--- src/rtl/alu_seq_pkg.sv ---
// Shared definitions for the ALU operation sequencer: opcodes, FSM state
// encoding and default widths for data and register addresses.
package alu_seq_pkg;

  localparam int DW_DEFAULT = 8;
  localparam int AW_DEFAULT = 5;

  localparam logic [2:0] OP_ADD = 3'd0;
  localparam logic [2:0] OP_SUB = 3'd1;
  localparam logic [2:0] OP_AND = 3'd2;
  localparam logic [2:0] OP_OR  = 3'd3;
  localparam logic [2:0] OP_XOR = 3'd4;
  localparam logic [2:0] OP_NOT = 3'd5;
  localparam logic [2:0] OP_SHL = 3'd6;
  localparam logic [2:0] OP_SHR = 3'd7;

  typedef enum logic [2:0] {
    S_IDLE = 3'd0,
    S_RD_A = 3'd1,
    S_RD_B = 3'd2,
    S_EXEC = 3'd3,
    S_WB   = 3'd4
  } state_t;

endpackage

--- src/rtl/alu8.sv ---
// Purely combinational two-operand ALU. Carry means carry-out for ADD,
// borrow for SUB, and the bit shifted out for SHL/SHR; zero otherwise.
module alu8
  import alu_seq_pkg::*;
#(
  parameter int DW = DW_DEFAULT
) (
  input  logic [2:0]    op,
  input  logic [DW-1:0] a,
  input  logic [DW-1:0] b,
  output logic [DW-1:0] y,
  output logic          carry,
  output logic          zero,
  output logic          negative
);

  logic [DW:0] wide;

  // Opcode decode; the extra MSB of 'wide' holds carry-out or borrow.
  always_comb begin
    y     = '0;
    carry = 1'b0;
    wide  = '0;
    case (op)
      OP_ADD: begin
        wide  = {1'b0, a} + {1'b0, b};
        y     = wide[DW-1:0];
        carry = wide[DW];
      end
      OP_SUB: begin
        wide  = {1'b0, a} - {1'b0, b};
        y     = wide[DW-1:0];
        carry = wide[DW];
      end
      OP_AND: y = a & b;
      OP_OR:  y = a | b;
      OP_XOR: y = a ^ b;
      OP_NOT: y = ~a;
      OP_SHL: begin
        y     = {a[DW-2:0], 1'b0};
        carry = a[DW-1];
      end
      OP_SHR: begin
        y     = {1'b0, a[DW-1:1]};
        carry = a[0];
      end
      default: y = '0;
    endcase
  end

  assign zero     = (y == '0);
  assign negative = y[DW-1];

endmodule

--- src/rtl/alu_op_sequencer.sv ---
// Sequences a single-port register file through read A, read B, execute and
// write-back for one two-operand ALU request at a time. The register file
// registers data_out on the rising edge and writes on the falling edge, so
// every address is presented one cycle before its data is captured.
//
// Handshake: a request transfers on a rising edge where req_valid and
// req_ready are both high. req_ready is high only in IDLE and never while
// reset is asserted; the requester keeps req_valid and the fields stable
// until the transfer, and anything presented while not ready is ignored.
module alu_op_sequencer
  import alu_seq_pkg::*;
#(
  parameter int DW = DW_DEFAULT,
  parameter int AW = AW_DEFAULT
) (
  input  logic          clk,
  input  logic          reset,
  input  logic          req_valid,
  output logic          req_ready,
  input  logic [2:0]    req_op,
  input  logic [AW-1:0] req_rd,
  input  logic [AW-1:0] req_rs1,
  input  logic [AW-1:0] req_rs2,
  output logic [AW-1:0] rf_address,
  output logic [DW-1:0] rf_data_in,
  output logic          rf_enable,
  input  logic [DW-1:0] rf_data_out,
  output logic          done,
  output logic [DW-1:0] result,
  output logic          flag_z,
  output logic          flag_c,
  output logic          flag_n,
  output state_t        dbg_state
);

  state_t        state_q, state_d;
  logic [2:0]    op_q, op_d;
  logic [AW-1:0] rd_q, rd_d;
  logic [AW-1:0] rs2_q, rs2_d;
  logic [DW-1:0] a_q, a_d;
  logic [AW-1:0] rf_address_q, rf_address_d;
  logic [DW-1:0] rf_data_in_q, rf_data_in_d;
  logic          rf_enable_q, rf_enable_d;
  logic          pend_c_q, pend_c_d;
  logic          pend_z_q, pend_z_d;
  logic          pend_n_q, pend_n_d;
  logic          done_q, done_d;
  logic [DW-1:0] result_q, result_d;
  logic          flag_z_q, flag_z_d;
  logic          flag_c_q, flag_c_d;
  logic          flag_n_q, flag_n_d;

  logic [DW-1:0] alu_y;
  logic          alu_c;
  logic          alu_z;
  logic          alu_n;

  // Operand B is consumed straight from the register file in EXEC; the
  // result register (rf_data_in) is where it effectively gets captured.
  alu8 #(
    .DW(DW)
  ) u_alu (
    .op       (op_q),
    .a        (a_q),
    .b        (rf_data_out),
    .y        (alu_y),
    .carry    (alu_c),
    .zero     (alu_z),
    .negative (alu_n)
  );

  // Next-state and next-output logic for the read/read/exec/write sequence.
  always_comb begin
    state_d      = state_q;
    op_d         = op_q;
    rd_d         = rd_q;
    rs2_d        = rs2_q;
    a_d          = a_q;
    rf_address_d = rf_address_q;
    rf_data_in_d = rf_data_in_q;
    rf_enable_d  = rf_enable_q;
    pend_c_d     = pend_c_q;
    pend_z_d     = pend_z_q;
    pend_n_d     = pend_n_q;
    done_d       = 1'b0;
    result_d     = result_q;
    flag_z_d     = flag_z_q;
    flag_c_d     = flag_c_q;
    flag_n_d     = flag_n_q;
    case (state_q)
      S_IDLE: begin
        if (req_valid) begin
          op_d         = req_op;
          rd_d         = req_rd;
          rs2_d        = req_rs2;
          rf_address_d = req_rs1;
          state_d      = S_RD_A;
        end
      end
      S_RD_A: begin
        rf_address_d = rs2_q;
        state_d      = S_RD_B;
      end
      S_RD_B: begin
        a_d     = rf_data_out;
        state_d = S_EXEC;
      end
      S_EXEC: begin
        rf_address_d = rd_q;
        rf_data_in_d = alu_y;
        rf_enable_d  = 1'b1;
        pend_c_d     = alu_c;
        pend_z_d     = alu_z;
        pend_n_d     = alu_n;
        state_d      = S_WB;
      end
      S_WB: begin
        rf_enable_d = 1'b0;
        done_d      = 1'b1;
        result_d    = rf_data_in_q;
        flag_z_d    = pend_z_q;
        flag_c_d    = pend_c_q;
        flag_n_d    = pend_n_q;
        state_d     = S_IDLE;
      end
      default: state_d = S_IDLE;
    endcase
  end

  // State and registered outputs; reset clears everything, which also
  // cancels a pending write if it lands before write-back.
  always_ff @(posedge clk) begin
    if (reset) begin
      state_q      <= S_IDLE;
      op_q         <= '0;
      rd_q         <= '0;
      rs2_q        <= '0;
      a_q          <= '0;
      rf_address_q <= '0;
      rf_data_in_q <= '0;
      rf_enable_q  <= 1'b0;
      pend_c_q     <= 1'b0;
      pend_z_q     <= 1'b0;
      pend_n_q     <= 1'b0;
      done_q       <= 1'b0;
      result_q     <= '0;
      flag_z_q     <= 1'b0;
      flag_c_q     <= 1'b0;
      flag_n_q     <= 1'b0;
    end else begin
      state_q      <= state_d;
      op_q         <= op_d;
      rd_q         <= rd_d;
      rs2_q        <= rs2_d;
      a_q          <= a_d;
      rf_address_q <= rf_address_d;
      rf_data_in_q <= rf_data_in_d;
      rf_enable_q  <= rf_enable_d;
      pend_c_q     <= pend_c_d;
      pend_z_q     <= pend_z_d;
      pend_n_q     <= pend_n_d;
      done_q       <= done_d;
      result_q     <= result_d;
      flag_z_q     <= flag_z_d;
      flag_c_q     <= flag_c_d;
      flag_n_q     <= flag_n_d;
    end
  end

  assign req_ready  = (state_q == S_IDLE) && !reset;
  assign rf_address = rf_address_q;
  assign rf_data_in = rf_data_in_q;
  assign rf_enable  = rf_enable_q;
  assign done       = done_q;
  assign result     = result_q;
  assign flag_z     = flag_z_q;
  assign flag_c     = flag_c_q;
  assign flag_n     = flag_n_q;
  assign dbg_state  = state_q;

endmodule

--- config.mk ---
export PLATFORM = sky130hd
export DESIGN_NAME = alu_op_sequencer
export DESIGN_NICKNAME = d
export VERILOG_FILES = /design/src/rtl/alu_seq_pkg.sv /design/src/rtl/alu8.sv /design/src/rtl/alu_op_sequencer.sv
export SDC_FILE = /design/constraint.sdc
export NUM_CORES = 1
export LEC_CHECK = 0
export ABC_AREA = 1
export CELL_PAD_IN_SITES_DETAIL_PLACEMENT = 0
export CELL_PAD_IN_SITES_GLOBAL_PLACEMENT = 1
export CORE_MARGIN = 8
export CORE_UTILIZATION = 37
export DETAILED_ROUTE_END_ITERATION = 6
export PLACE_DENSITY = 0.86
export SKIP_CTS_REPAIR_TIMING = 1
export SLEW_MARGIN = 30
export SYNTH_ARGS = -nofsm -noshare
export SYNTH_HDL_FRONTEND = slang
export SYNTH_SLANG_ARGS = --single-unit
--- constraint.sdc ---
create_clock -name clk -period 2.61 [get_ports clk]
set_input_delay 0.522 -clock clk [delete_from_list [all_inputs] [get_ports clk]]
set_output_delay 0.522 -clock clk [all_outputs]
set_load 0.02 [all_outputs]
==> results of run 1 <==
[cell type report]
type	count	area, um^2
Clock buffer	6	82.6
Clock inverter	2	16.3
Fill cell	901	4460
Inverter	71	269
Multi-Input combinational cell	351	1890
Sequential cell	51	1020
Tap cell	108	135
Timing Repair Buffer	87	798
[cells in the mapped netlist (4+ instances only)]
| library cell | count |
|---|---|
| nand2_1 | 87 |
| inv_1 | 66 |
| nor2_1 | 64 |
| dfxtp_1 | 51 |
| o21ai_0 | 47 |
| nand3_1 | 36 |
| a21oi_1 | 32 |
| ha_1 | 24 |
| nand4_1 | 15 |
| clkbuf_1 | 8 |
| nor2_2 | 6 |
| o21ai_1 | 6 |
| buf_2 | 4 |
| nand3_2 | 4 |
| o22ai_1 | 4 |
[flip-flops by register name, summed over array words and instances (netlist names)]
name	cells
a_q	8
dbg_state	3
done	1
flag_c	1
flag_z	1
op_q	3
pend_c_q	1
pend_z_q	1
rd_q	5
result	8
rf_address	5
rf_data_in	8
rf_enable	1
rs2_q	5
[worst max path at each step]
stage,start,endpoint,slack (ns),cells past startpoint
global placement,rf_data_out[0],pend_c_q,-0.17,15
global route,rf_data_out[0],pend_c_q,0.02,15
detailed placement,rf_data_out[0],pend_c_q,-0.26,15
floorplan,rf_data_out[0],pend_z_q,0.51,11
finish,rf_data_out[0],pend_z_q,0.18,12
CTS,rf_data_out[0],pend_c_q,0.07,15
[cells by family (layout without fill, tap and decap cells)]
kind of cell               count (synthesis)  after routing  share of synthesized area
and+or+nand+nor                          221            221                      0.298
AOI/OAI and AO/OA                        102            102                      0.168
buffers and inverters                     89            166                      0.114
DFF                                       51             51                      0.311
adders and majority gates                 26             26                      0.104
xor gates and xnor gates                   2              2                    0.00533
[routing by layer]
layer  part of all wire  global-route usage
met5                  0                   0
met1               0.49               0.215
met3              0.057              0.0250
met2               0.45               0.247
met4             0.0082              0.0333
[where the power goes]
part / switching [mW] / total (mW) / internal [mW]
registers: 0.0560 / 0.885 / 0.829
logic: 0.369 / 0.638 / 0.270
clock network: 0.290 / 0.508 / 0.218
[cell usage in the layout (no fill, tap or decap), types with 6 or more instances in the layout]
cell | synthesis | final
a21oi_1 | 32 | 32
buf_4 | 3 | 29
clkbuf_8 | 0 | 6
clkdlybuf4s50_1 | 0 | 58
dfxtp_1 | 51 | 51
ha_1 | 24 | 24
inv_1 | 66 | 66
nand2_1 | 87 | 87
nand3_1 | 36 | 36
nand4_1 | 15 | 15
nor2_1 | 64 | 64
nor2_2 | 6 | 6
o21ai_0 | 47 | 46
o21ai_1 | 6 | 6
[worst max-delay path: cells and delay by family]
kind,cells,cell delay [ns]
simple gates,6,0.82
fa+ha+maj,2,0.58
buf+inv,2,0.57
compound gates,2,0.14
==> results.sh, run 1 <==
export IMPL_syn_cell_area_mm2=0.00329
export IMPL_drt_wl_total_um=9350
export IMPL_skew_ns=0.0170
export IMPL_wl_per_cell_um=13.8
export IMPL_die_h_um=110
export IMPL_diodes=0
export IMPL_die_w_um=110
export IMPL_critical_path_cell_chain="clkdlybuf4s50_1 > ha_1 > inv_1 > fa_1 > nand3b_1 > nand2_1 > a21oi_1 > or2_2 > nand3_1 > nand2_1 > nand3_1 > a21oi_2"
export IMPL_layout_cells_non_filler=676
export IMPL_grt_antenna_before_repair=0
export IMPL_synth_top_cell_area_share=0.311
export IMPL_std_cell_rows=34
export IMPL_clockRootBuffer="clkbuf_8"
export IMPL_setup_worst_path_end_class="flip-flop"
export IMPL_grt_max_degree=32
export IMPL_cts_tree="built"
export IMPL_min_from="rs2_q[3]"
export IMPL_final_util=0.486
export IMPL_synth_edf_count=0
export IMPL_cts_buffer_depth=2
export IMPL_startpoint_type="input pin"
export IMPL_placed_cell_area_mm2=0.00411
export IMPL_hp_class="flip-flop to flip-flop"
export IMPL_avgSynthCellArea_um2=6.69
export IMPL_final_area_mm2=0.00422
export IMPL_critical_path_max_stage_delay_ns=0.51
export IMPL_async_flop_share=0
export IMPL_dp_slack_ns=-0.260
export IMPL_outcome="finished, final reports clean"
export IMPL_max_vdd_ir_drop_v=0.000222
export IMPL_num_vias=3303
export IMPL_io_buffer_count=58
export IMPL_drv_slew=0
export IMPL_period_share=0.932
export IMPL_grt_ovfl_total=0
export IMPL_track_usage=0.155
export IMPL_p_per_area_mw_per_mm2=482
export IMPL_start_util=0.379
export IMPL_die_area_mm2=0.0122
export IMPL_ios=59
export IMPL_clock_sinks=51
export IMPL_reg2reg_to="pend_c_q"
export IMPL_synth_nets=546
export IMPL_place_gp_congestion=0.927
export IMPL_path_clk_slew_ns=0.09
export IMPL_place_inst=668
export IMPL_final_layout_size_suffix_gt1_frac=0.106
export IMPL_worst_slack_ns=0.178
export IMPL_whs_ns=0.446
export IMPL_critPathKind="input pin to flip-flop"
export IMPL_r2r_slack_ns=0.33
export IMPL_syn_inst=491
export IMPL_required_ns=2.81
export IMPL_period_minus_slack_ns=2.43
export IMPL_setup_violations=0
export IMPL_worstRegToRegCells=15
export IMPL_drcViolationCount=0
export IMPL_cap_violations=0
export IMPL_critical_path_slowest_cell="clkdlybuf4s50_1"
export IMPL_yosysUniqueCellTypes=33
export IMPL_min_to="rs2_q[3]"
export IMPL_dr_pass1_iters=4
export IMPL_tightest_slew_ns=0.648
export IMPL_fmax_mhz=411
export IMPL_ys_dominant_reg_cell="dfxtp_1"
export IMPL_yosysSeqAreaShare=0.311
export IMPL_ys_ff_latch=51
export IMPL_slew_headroom=0.568
export IMPL_worst_path_max_fanout=3
export IMPL_core_mm2=0.00868
export IMPL_dp_hpwl_um=7250
export IMPL_grt_pass1_vias=3094
export IMPL_numCtsBuffers=5
export IMPL_yosysWarnings=0
export IMPL_grt_pass1_wl_um=15300
export IMPL_insertion_delay_ns=0.31
export IMPL_htreeDepth=2
export IMPL_nNetsFinal=622
export IMPL_worstHoldPathCells=2
export IMPL_rsz0062_at_grt="false"
export IMPL_detail_route_vias_per_cell=4.89
export IMPL_yosys_top_cells_area="dfxtp_1 (31%), nand2_1 (9.9%), ha_1 (9.1%)"
export IMPL_ant_nets=0
export IMPL_power_mw=2.03
export IMPL_areaGrowthSynthToFinish_pct=28.3
export IMPL_drt_iter0_drc=146
export IMPL_r2r_start="a_q[0]"
export IMPL_hold_viol_final=0
export IMPL_p_leak_nw=1.90
export IMPL_final_setup_tns_ns=0
export IMPL_synth_top_cell_by_area="dfxtp_1"
export IMPL_arrival_ns=2.64
Power figures use the tool's default switching activity.
==> run 2: changes to the inputs <==
- CORE_ASPECT_RATIO: unset -> 1.2
==> run 2 against run 1 <==
Worst setup slack better by 0.019 ns. Via count is 1.3% higher. Final cell count is 1.6% higher. Final area is 0.95% higher. Highest routed layer unchanged. Clock skew is 0.0050 ns higher. Core utilization is 0.85 points higher. Count of clock-buffer cells in the layout is 1 lower. Critical path depth stayed put. Sequential cell count stayed put. Largest cell class unchanged. Sequential share of layout area is 0.23 points lower.
==> results.sh, run 2 (synthesized netlist as in run 1, its figures left out) <==
export IMPL_ant_nets=0
export IMPL_dp_hpwl_um=7440
export IMPL_r2r_slack_ns=0.42
export IMPL_period_share=0.925
export IMPL_r2r_start="a_q[0]"
export IMPL_final_util=0.494
export IMPL_drt_wl_total_um=9520
export IMPL_max_vdd_ir_drop_v=0.000260
export IMPL_swShare=0.335
export IMPL_hold_viol_final=0
export IMPL_insertion_delay_ns=0.32
export IMPL_worstHoldPathCells=2
export IMPL_final_layout_size_suffix_gt1_frac=0.109
export IMPL_place_gp_congestion=0.907
export IMPL_cts_buffer_depth=2
export IMPL_min_to="rd_q[1]"
export IMPL_core_mm2=0.00861
export IMPL_outcome="finished, final reports clean"
export IMPL_place_inst=680
export IMPL_dr_pass1_iters=5
export IMPL_final_common_cell="nand2_1"
export IMPL_track_usage=0.156
export IMPL_fmax_mhz=414
export IMPL_grt_pass1_wl_um=15400
export IMPL_reg2reg_to="pend_c_q"
export IMPL_cts_tree="built"
export IMPL_detail_route_vias_per_cell=4.87
export IMPL_setup_worst_path_end_class="flip-flop"
export IMPL_grt_ovfl_total=0
export IMPL_drv_slew=0
export IMPL_power_frac_comb=0.317
export IMPL_clockRootBuffer="clkbuf_8"
export IMPL_die_w_um=102
export IMPL_required_ns=2.83
export IMPL_wl_per_cell_um=13.9
export IMPL_std_cell_rows=37
export IMPL_start_util=0.382
export IMPL_path_clk_slew_ns=0.11
export IMPL_critPathKind="input pin to flip-flop"
export IMPL_p_per_area_mw_per_mm2=491
export IMPL_nNetsFinal=625
export IMPL_pwr_share_clk=0.265
export IMPL_critical_path_slowest_cell="clkdlybuf4s50_1"
export IMPL_min_from="rd_q[1]"
export IMPL_drcViolationCount=0
export IMPL_p_seq_frac=0.418
export IMPL_worst_path_buf_inv=2
export IMPL_drt_iter0_drc=153
export IMPL_layout_common_cells="nand2_1 (87), inv_1 (66), nor2_1 (64), clkdlybuf4s50_1 (58), dfxtp_1 (51)"
export IMPL_crit_family="simple AND/OR/NAND/NOR gates"
export IMPL_layout_cells_non_filler=687
export IMPL_critical_path_max_stage_delay_ns=0.52
export IMPL_tightest_slew_ns=0.423
export IMPL_htreeDepth=2
export IMPL_setup_violations=0
export IMPL_power_internal_mw=1.39
export IMPL_die_area_mm2=0.0122
export IMPL_die_h_um=119
export IMPL_numCtsBuffers=5
export IMPL_arrival_ns=2.64
export IMPL_p_leak_nw=1.92
export IMPL_final_setup_tns_ns=0
export IMPL_grt_max_degree=28
export IMPL_grt_pass1_vias=3192
export IMPL_rsz0062_at_grt="false"
export IMPL_power_switching_mw=0.700
export IMPL_hp_class="flip-flop to flip-flop"
export IMPL_cap_violations=0
export IMPL_skew_ns=0.0220
export IMPL_critical_path_cell_chain="clkdlybuf4s50_1 > ha_1 > inv_1 > fa_2 > nand3b_1 > nand2_1 > a21oi_1 > or2_2 > nand3_1 > nand2_1 > nand3_1 > a21oi_2"
export IMPL_worstRegToRegCells=15
export IMPL_worst_path_max_fanout=3
export IMPL_power_mw=2.09
export IMPL_ios=59
export IMPL_clock_sinks=51
export IMPL_io_buffer_count=58
export IMPL_diodes=0
export IMPL_areaGrowthSynthToFinish_pct=29.5
export IMPL_grt_antenna_before_repair=0
export IMPL_slew_headroom=0.717
export IMPL_num_vias=3346
export IMPL_period_minus_slack_ns=2.41
export IMPL_startpoint_type="input pin"
==> run 2: changes by cell type in the layout (fill, tap and decap cells not counted), sizes merged <==
cell    previous run  this run
bufinv             0         1
clkinv             2         1
clkbuf             6         5
buf               29        32
==> run 2: worst reg2reg max path, stage by stage, from the launching register on <==
cell and delay, ns:
dfxtp_1 0.38, inv_1 0.12, ha_1 0.23, fa_1 0.40, inv_1 0.07, nand2_1 0.06
nand2_1 0.09, nand2_1 0.08, o21ai_1 0.17, nand2_1 0.09, nand2_1 0.06, nand2_1 0.06
nand2_1 0.06, nand2_1 0.04, o21ai_0 0.14, a21oi_1 0.08
==> run 2: through the flow <==
stage | hold slack (ns) | instance area (um^2) | worst slack, ns
floorplan | 0.423 | 3290 | 0.505
global placement | 0.432 | 4150 | -0.117
detailed placement | 0.436 | 4150 | -0.204
CTS | 0.451 | 4250 | 0.137
global route | 0.465 | 4260 | 0.0425
finish | 0.450 | 4260 | 0.197
==> run 2: cell type report <==
class | count | area, um^2
Fill cell | 901 | 4360
Multi-Input combinational cell | 351 | 1890
Sequential cell | 51 | 1020
Timing Repair Buffer | 90 | 821
Inverter | 71 | 269
Tap cell | 117 | 146
Clock buffer | 5 | 68.8
Clock inverter | 2 | 37.5
==> run 2: metal layers <==
metal / track usage / vias up / wire length, um
li1: - / 1755 / -
met1: 0.189 / 1499 / 4100
met2: 0.265 / 81 / 4700
met3: 0.0227 / 11 / 537
met4: 0.0681 / 0 / 176
met5: 0 / - / 0
==> run 2: how the worst max path moves through the flow <==
stage	cells after the start	end	slack [ns]	from
3_5_place_dp	15	pend_c_q	-0.20	rf_data_out[0]
5_1_grt	13	pend_z_q	0.04	rf_data_out[0]
3_3_place_gp	15	pend_c_q	-0.12	rf_data_out[0]
4_1_cts	12	pend_z_q	0.14	rf_data_out[0]
6_report	12	pend_z_q	0.20	rf_data_out[0]
2_1_floorplan	11	pend_z_q	0.51	rf_data_out[0]
==> run 2: power groups by stage <==
stage               clock [mW]  sequential, mW  combinational, mW
CTS                      0.572           0.873              0.662
floorplan                    0           0.904              0.381
global route             0.594           0.882              0.736
global placement             0           0.889              0.653
finish                   0.552           0.873              0.662
detailed placement           0           0.891              0.659
==> run 3: changes to the inputs <==
- GPL_ROUTABILITY_DRIVEN: unset -> 0
==> run 3 against run 2 <==
Combinational power down 5.4%. Core utilization shrank 0.81 points. Hold slack hardly changed. Total power decreased by 4.5%. Sequential power is 0.6% higher. Final cell count shrank 1.0%. Non-clock buffer count fell by 8. Worst setup slack worse by 0.033 ns. Count of clock-buffer cells in the layout grew 1. Sequential cell count did not move. Critical endpoint unchanged.
==> results.sh, run 3 (synthesized netlist as in run 1, its figures left out) <==
export IMPL_outcome="finished, final reports clean"
export IMPL_swShare=0.347
export IMPL_worstRegToRegCells=13
export IMPL_core_mm2=0.00861
export IMPL_std_cell_rows=37
export IMPL_pwr_share_clk=0.245
export IMPL_period_share=0.937
export IMPL_die_area_mm2=0.0122
export IMPL_r2r_slack_ns=0.42
export IMPL_grt_ovfl_total=0
export IMPL_die_h_um=119
export IMPL_ant_nets=0
export IMPL_grt_pass1_wl_um=15200
export IMPL_drcViolationCount=0
export IMPL_grt_antenna_before_repair=0
export IMPL_grt_pass1_vias=3156
export IMPL_nNetsFinal=617
export IMPL_min_to="rd_q[3]"
export IMPL_power_frac_comb=0.314
export IMPL_required_ns=2.82
export IMPL_start_util=0.382
export IMPL_final_setup_tns_ns=0
export IMPL_clock_sinks=51
export IMPL_wl_per_cell_um=13.5
export IMPL_p_leak_nw=1.88
export IMPL_insertion_delay_ns=0.30
export IMPL_whs_ns=0.450
export IMPL_reg2reg_to="pend_z_q"
export IMPL_power_switching_mw=0.691
export IMPL_worstHoldPathCells=2
export IMPL_period_minus_slack_ns=2.45
export IMPL_dr_pass1_iters=5
export IMPL_place_inst=672
export IMPL_setup_violations=0
export IMPL_cts_tree="built"
export IMPL_drv_slew=0
export IMPL_p_seq_frac=0.440
export IMPL_grt_max_degree=33
export IMPL_htreeDepth=2
export IMPL_rsz0062_at_grt="false"
export IMPL_num_vias=3294
export IMPL_tightest_slew_ns=0.592
export IMPL_areaGrowthSynthToFinish_pct=27.4
export IMPL_detail_route_vias_per_cell=4.84
export IMPL_final_common_cell="nand2_1"
export IMPL_drt_iter0_drc=191
export IMPL_skew_ns=0.00813
export IMPL_layout_cells_non_filler=680
export IMPL_final_layout_size_suffix_gt1_frac=0.0959
export IMPL_diodes=0
export IMPL_max_vdd_ir_drop_v=0.000200
export IMPL_drt_wl_total_um=9150
export IMPL_hold_viol_final=0
export IMPL_setup_worst_path_end_class="flip-flop"
export IMPL_clockRootBuffer="clkbuf_8"
export IMPL_final_util=0.486
export IMPL_dp_hpwl_um=7100
export IMPL_slew_headroom=0.605
export IMPL_layout_common_cells="nand2_1 (87), inv_1 (66), nor2_1 (64), clkdlybuf4s50_1 (58), dfxtp_1 (51)"
export IMPL_startpoint_type="input pin"
export IMPL_ios=59
export IMPL_cts_buffer_depth=2
export IMPL_track_usage=0.151
export IMPL_fmax_mhz=409
export IMPL_cap_violations=0
export IMPL_p_per_area_mw_per_mm2=476
export IMPL_die_w_um=102
export IMPL_critPathKind="input pin to flip-flop"
export IMPL_hp_class="flip-flop to flip-flop"
export IMPL_arrival_ns=2.65
export IMPL_power_internal_mw=1.30
export IMPL_min_from="rd_q[3]"
export IMPL_r2r_start="a_q[0]"
export IMPL_path_clk_slew_ns=0.10
export IMPL_worst_path_max_fanout=3
export IMPL_numCtsBuffers=5
export IMPL_io_buffer_count=58
==> run 3: changes by cell type in the layout (fill, tap and decap cells not counted), sizes merged <==
cell,change
bufinv,-1
clkbuf,+1
clkinv,+1
buf,-8
==> run 3: power groups by stage <==
stage | Sequential (mW) | Clock, mW | Combinational, mW
after CTS | 0.878 | 0.512 | 0.626
after detailed placement | 0.896 | 0 | 0.623
after floorplan | 0.904 | 0 | 0.381
after global placement | 0.894 | 0 | 0.619
final | 0.878 | 0.489 | 0.626
after global routing | 0.887 | 0.539 | 0.702
==> run 3: critical path: stages <==
cell	delay, ns
clkdlybuf4s50_1	0.55
inv_1	0.13
fa_1	0.46
nand3b_1	0.19
nand2_1	0.13
a21oi_1	0.10
or2_2	0.29
nand3_1	0.07
nand2_1	0.07
nand3_1	0.10
a21oi_2	0.05
==> run 3: worst max path at each step <==
| stage | endpoint | slack, ns | from |
|---|---|---|---|
| floorplan | pend_z_q | 0.51 | rf_data_out[0] |
| global placement | pend_c_q | -0.12 | rf_data_out[0] |
| detailed placement | pend_z_q | -0.16 | rf_data_out[1] |
| CTS | pend_z_q | 0.16 | rf_data_out[1] |
| global route | pend_z_q | 0.01 | rf_data_out[1] |
| finish | pend_z_q | 0.16 | rf_data_out[1] |
==> run 3: final cells by class <==
type                            count  area [um^2]
Sequential cell                    51         1020
Multi-Input combinational cell    351         1890
Clock buffer                        6         82.6
Timing Repair Buffer               82          761
Tap cell                          117          146
Fill cell                         907         4430
Inverter                           71          269
Clock inverter                      2         16.3
==> run 3: per-layer routing <==
layer  up-vias  GRT usage  part of all wire
li1       1746          -                 -
met1      1467      0.184              0.44
met2        75      0.263              0.49
met4         0     0.0396            0.0094
met5         -          0                 0
met3         6     0.0251             0.056
==> run 3: per-stage QoR <==
step	area (um^2)	setup WS [ns]	power (mW)
floorplan	3290	0.505	1.29
global placement	4090	-0.122	1.51
detailed placement	4090	-0.163	1.52
CTS	4190	0.161	2.02
global route	4190	0.0147	2.13
finish	4190	0.164	1.99
